$ cat src/rtl/k423_if_ibuf.sv
// k423_if_ibuf: in-order instruction fetch buffer between inst mem and decode
//   Optional macro K423_IBUF_BYPASS_EN: forward a response straight to decode when the buffer has no filled entry waiting.
//   Ports:
//     clk_i, rst_i            clock, synchronous active-high reset
//     pcu_flush_br_i          branch flush
//     req_fire_i, req_pc_i    accepted fetch request and its PC
//     mem_rsp_vld_i/rdata_i   in-order inst mem response
//     ibuf_rdy_o              free entry available
//     id_vld_o/rdy_i/pc_o/inst_o  head entry handshake to decode
//     ibuf_cnt_o              allocated entries (filled or pending)
`ifndef CORE_ADDR_W
`define CORE_ADDR_W 32
`endif
`ifndef CORE_FETCH_W
`define CORE_FETCH_W 32
`endif
module k423_if_ibuf #(
    parameter int DEPTH  = 4,
    parameter int PC_W   = `CORE_ADDR_W,
    parameter int INST_W = `CORE_FETCH_W
) (
    input  logic                       clk_i,
    input  logic                       rst_i,
    input  logic                       pcu_flush_br_i,
    input  logic                       req_fire_i,
    input  logic [PC_W-1:0]            req_pc_i,
    input  logic                       mem_rsp_vld_i,
    input  logic [INST_W-1:0]          mem_rsp_rdata_i,
    output logic                       ibuf_rdy_o,
    output logic                       id_vld_o,
    input  logic                       id_rdy_i,
    output logic [PC_W-1:0]            id_pc_o,
    output logic [INST_W-1:0]          id_inst_o,
    output logic [$clog2(DEPTH):0]     ibuf_cnt_o
);
    localparam int AW = $clog2(DEPTH);
    localparam int PW = AW + 1;
    logic [PW-1:0]     r_alloc, r_fill, r_read, r_drop;
    logic [DEPTH-1:0]  r_filled;
    logic [PC_W-1:0]   r_pc   [DEPTH];
    logic [INST_W-1:0] r_inst [DEPTH];
    logic [PW-1:0]     w_cnt, w_drop_nxt;
    logic [AW-1:0]     w_ra, w_fa, w_aa;
    logic              w_rsp_ok, w_head, w_byp, w_pop, w_wr;
    assign w_ra  = r_read[AW-1:0];
    assign w_fa  = r_fill[AW-1:0];
    // a request in the flush cycle belongs to the new stream and lands in entry 0
    assign w_aa  = pcu_flush_br_i ? '0 : r_alloc[AW-1:0];
    assign w_cnt = r_alloc - r_read;
    // responses still owed to pre-flush requests must be swallowed later
    assign w_drop_nxt = r_drop + (r_alloc - r_fill) - {{AW{1'b0}}, mem_rsp_vld_i};
    assign w_rsp_ok = mem_rsp_vld_i && !pcu_flush_br_i && r_drop == '0 && r_fill != r_alloc;
    assign w_head   = !pcu_flush_br_i && r_filled[w_ra] && r_read != r_fill;
`ifdef K423_IBUF_BYPASS_EN
    assign w_byp = w_rsp_ok && r_read == r_fill;
`else
    assign w_byp = 1'b0;
`endif
    assign id_vld_o   = w_head || w_byp;
    assign id_pc_o    = id_vld_o ? r_pc[w_ra] : '0;
    assign id_inst_o  = w_byp ? mem_rsp_rdata_i : (w_head ? r_inst[w_ra] : '0);
    assign w_pop      = id_vld_o && id_rdy_i;
    assign w_wr       = w_rsp_ok && !(w_byp && id_rdy_i);
    assign ibuf_rdy_o = w_cnt < PW'(DEPTH);
    assign ibuf_cnt_o = w_cnt;
    always_ff @(posedge clk_i) begin
        if (rst_i) begin
            r_alloc  <= '0;
            r_fill   <= '0;
            r_read   <= '0;
            r_drop   <= '0;
            r_filled <= '0;
        end else if (pcu_flush_br_i) begin
            r_alloc  <= {{AW{1'b0}}, req_fire_i};
            r_fill   <= '0;
            r_read   <= '0;
            r_drop   <= w_drop_nxt;
            r_filled <= '0;
        end else begin
            if (mem_rsp_vld_i && r_drop != '0)
                r_drop <= r_drop - PW'(1);
            if (w_rsp_ok)
                r_fill <= r_fill + PW'(1);
            if (w_wr)
                r_filled[w_fa] <= 1'b1;
            if (req_fire_i) begin
                r_filled[w_aa] <= 1'b0;
                r_alloc        <= r_alloc + PW'(1);
            end
            if (w_pop)
                r_read <= r_read + PW'(1);
        end
    end
    always_ff @(posedge clk_i) begin
        if (req_fire_i)
            r_pc[w_aa] <= req_pc_i;
        if (w_wr)
            r_inst[w_fa] <= mem_rsp_rdata_i;
    end
    // a response with nothing outstanding and nothing to drop is a protocol error
    always_ff @(posedge clk_i) begin
        if (!rst_i)
            assert (!(mem_rsp_vld_i && r_drop == '0 && r_fill == r_alloc));
    end
endmodule

$ cat config.mk
export PLATFORM = sky130hd
export DESIGN_NAME = k423_if_ibuf
export DESIGN_NICKNAME = d
export VERILOG_FILES = /design/src/rtl/k423_if_ibuf.sv
export SDC_FILE = /design/constraint.sdc
export NUM_CORES = 1
export LEC_CHECK = 0
export CAP_MARGIN = 20
export CORE_ASPECT_RATIO = 1.1
export CORE_MARGIN = 5
export CORE_UTILIZATION = 49
export CTS_CLUSTER_SIZE = 12
export DETAILED_ROUTE_END_ITERATION = 12
export PLACE_DENSITY = 0.76
export SETUP_SLACK_MARGIN = 0.15
export SLEW_MARGIN = 20
export SYNTH_ARGS = -nofsm -noshare
export SYNTH_HDL_FRONTEND = slang
export SYNTH_SLANG_ARGS = --single-unit
$ cat constraint.sdc
create_clock -name clk_i -period 3.2 [get_ports clk_i]
set_input_delay 0.64 -clock clk_i [delete_from_list [all_inputs] [get_ports clk_i]]
set_output_delay 0.64 -clock clk_i [all_outputs]
set_load 0.1 [all_outputs]
==> metrics.cfg <==
[outcome]
run_status=finished clean

[power]
cellLeakagePower_uw=0.004905
seqPwrFrac_pct=56.3
switchingPower_uw=1337
internal_power_uw=5771
clock_power_share_pct=38.8
swShare_pct=18.81
p_comb_share_pct=4.9
p_per_area_nw_per_um2=478.5
ir_worst_vdd_uv=524.5

[clock_network]
cts_root_buffer=clkbuf_16
clk_pin_slew_worst_paths_ns=0.06
clock_path_buffers=3
cts_htree_levels=1
clock_sinks=274
clock_latency_ns=0.51
cts_tree=built
cts-buffers-inserted=27

[worst_setup_path]
startpoint_type=flip-flop
cpPeakStageDelay_ns=0.37
r2r_start=r_fill[0]$_SDFFE_PP0N_
crit_path_start=r_fill[0]$_SDFFE_PP0N_
crit_path_max_fanout=8
end_kind=primary output
crit_slowest_cell=dfxtp_4
path_cells=xnor2_4 -> a311oi_2 -> nor2_2 -> or2_4 -> clkbuf_16 -> nor2b_4 -> buf_12
worst_r2r_path_depth=12
r2r_setup_slack_ns=0.34
r2r-end=r_drop[2]$_SDFFE_PP0P_
endpoint=id_inst_o[27]
worst-setup-path-type=reg2out
arrival_ns=2.46
required_ns=2.56

[synthesis]
synth_compound_gate_area_share_pct=1.113
synthFlopType=edfxtp_1
yosys_warnings=0
avgSynthCellArea_um2=20.22
netlist_instances=534
synth-simple-area-share_pct=5.528
synth_top_area_share_pct=71.20
async_flop_share_pct=0
syn-num-nets=619
mappedNetlistArea_um2=10800
synth_seq_area_share_pct=74.54
synth_top_family_by_area=multiplexers
synth_cell_types=33
synth-edff-count=256
muxShareOfSynthArea_pct=13.63
yosys.area.top_type=edfxtp_1
synth_fa_ha_area_share_pct=2.086
synth-seq-cells=274
synthTopCellsByArea=edfxtp_1 (71%), mux4_2 (13%), nor2b_1 (3.9%)
yosys.area_share.xor_xnor_pct=1.217

[timing]
worst-slew-pin-transition_ns=0.5160
worst_clock_skew_ns=0.008824
layout_worst_path_cycle_share_pct=96.74
finalMaxSlewViolations=0
grt_setup_unrepaired=yes
min_period_ns=3.096
worst_hold_slack_ns=0.5017
fin_ws_ns=0.1043
setup_violations=0
finalHoldViolations=0
clock.fmax_ghz=0.3230
relSlewSlack_pct=65.44

[die]
rows=57
pin_count=139
die_area_um2=25110
initial_core_util_pct=49.31
dieHeight_um=165.7
die_x_um=151.5
core_area_um2=21890

[detailed_routing]
via_per_inst=5.382
drc=0
wl_per_cell_um=22.12
finalWirelength_um=22480
antenna_left=0
wl_met2_um=11850
num_vias=5468
highest_layer=met5
drt_iter0_drc=338
dr.pass1.iters=4
route.met3.wl_um=1342
wl_met1_um=8930

[final_layout]
syn_to_final_growth_pct=37.58
design_area_um2=14850
layout_commonest_cell=edfxtp_1
drive_above_1_share_pct=40.56
most-common-layout-cells=edfxtp_1 (256), buf_12 (75), clkdlybuf4s50_1 (68), mux4_2 (64), nor2b_4 (53)
fin_nets=795

[global_route]
track_usage_pct=17.20
grt_overflow_total=0
grt_pass1_vias=5949
grt_max_degree=44
grt_pass1_wl_um=33490
antenna_found_initial=2

[run]
max-cap-violations=0

[placed_design]
io_buffers=138
dp_slack_ns=-0.5081
dp_hpwl_um=13530
place_area_um2=13370
place.gp.congestion=0.7605

[hold_path]
hold_class=reg2reg

timing repair:
action / CTS / global route
hold buffers: 0 / 0
pin swaps: 6 / 8
endpoints found under the hold margin: 0 / 0
buffers inserted: 1 / 4
cloned: 1 / 7
gates resized for setup: 107 / 43
setup endpoints to repair: 68 / 68
final cells by class:
cell class	count	area, um2
flip-flops and latches	274	8077
fillers	1360	7041
multi-input cells	221	3078
repair buffers	170	2517
clock buffers	36	709.4
well taps	295	369.1
inverters	16	63.81
clock inverters	3	37.54
diodes	1	2.502
registers in the layout (all words and copies together) (netlist names), named ones only:
name	count
r_alloc	3
r_inst	128
r_drop	3
r_read	3
r_fill	3
r_pc	128
r_filled	4
cells in the mapped netlist (2+ instances only):
master	number
nor2_1	19
clkbuf_1	10
mux2i_1	3
buf_2	3
buf_1	3
o21ai_0	4
xnor2_1	13
a21oi_1	5
nor3_1	4
and2_1	4
inv_1	16
edfxtp_1	256
nand2_1	5
a311oi_1	2
a31oi_1	3
xor2_1	2
dfxtp_1	18
fa_1	5
or3_1	2
ha_1	10
nor2b_1	67
mux4_2	64
buf_6	6
metal layers:
metal | track usage, % | vias up
met2 | 29.74 | 155
met4 | 3.439 | 4
li1 | - | 2451
met1 | 22.67 | 2828
met3 | 3.661 | 30
met5 | 0 | -
per-stage QoR:
step	utilization (%)	TNS (ns)	std cells	total power [uW]
3_3_place_gp	61.04	-0.3707	963	4380
5_1_grt	67.83	0	1015	7383
4_1_cts	66.14	0	1004	7175
6_report	67.84	0	1016	7108
3_5_place_dp	61.04	-0.5299	963	4410
2_1_floorplan	-	-16.06	534	4234
kinds of logic after synthesis:
group                      count (synthesis)
DFF                                      274
muxes                                     67
buffers and inverters                     40
xor gates and xnor gates                  15
and+or+nand+nor                          105
adders and majority gates                 15
AOI/OAI and AO/OA                         18
critical path, delay by kind of cell, from the launching register on:
kind                   cells  cell delay, ns
buffers and inverters      2            0.41
AO/OA/AOI/OAI              1            0.37
AND/OR/NAND/NOR            3            0.63
flip-flops                 1            0.37
XOR/XNOR                   1            0.16
worst min-delay path by stage:
stage	from	to	slack [ns]	depth (start not counted)
floorplan	r_filled[0]$_SDFF_PP0_	r_filled[0]$_SDFF_PP0_	0.47	2
global placement	r_filled[0]$_SDFF_PP0_	r_filled[0]$_SDFF_PP0_	0.48	2
detailed placement	r_filled[1]$_SDFF_PP0_	r_filled[1]$_SDFF_PP0_	0.49	2
CTS	r_filled[2]$_SDFF_PP0_	r_filled[2]$_SDFF_PP0_	0.50	2
global route	r_filled[3]$_SDFF_PP0_	r_filled[3]$_SDFF_PP0_	0.54	2
finish	r_filled[1]$_SDFF_PP0_	r_filled[1]$_SDFF_PP0_	0.50	2
power groups by stage:
| stage | Sequential (uW) | Combinational (uW) | Clock (uW) |
|---|---|---|---|
| 2_1_floorplan | 4080 | 158 | 0 |
| 3_3_place_gp | 4070 | 307 | 0 |
| 3_5_place_dp | 4080 | 329 | 0 |
| 4_1_cts | 4000 | 344 | 2830 |
| 5_1_grt | 4000 | 382 | 3000 |
| 6_report | 4000 | 351 | 2750 |
No activity file was read; power rests on OpenSTA's default activity.
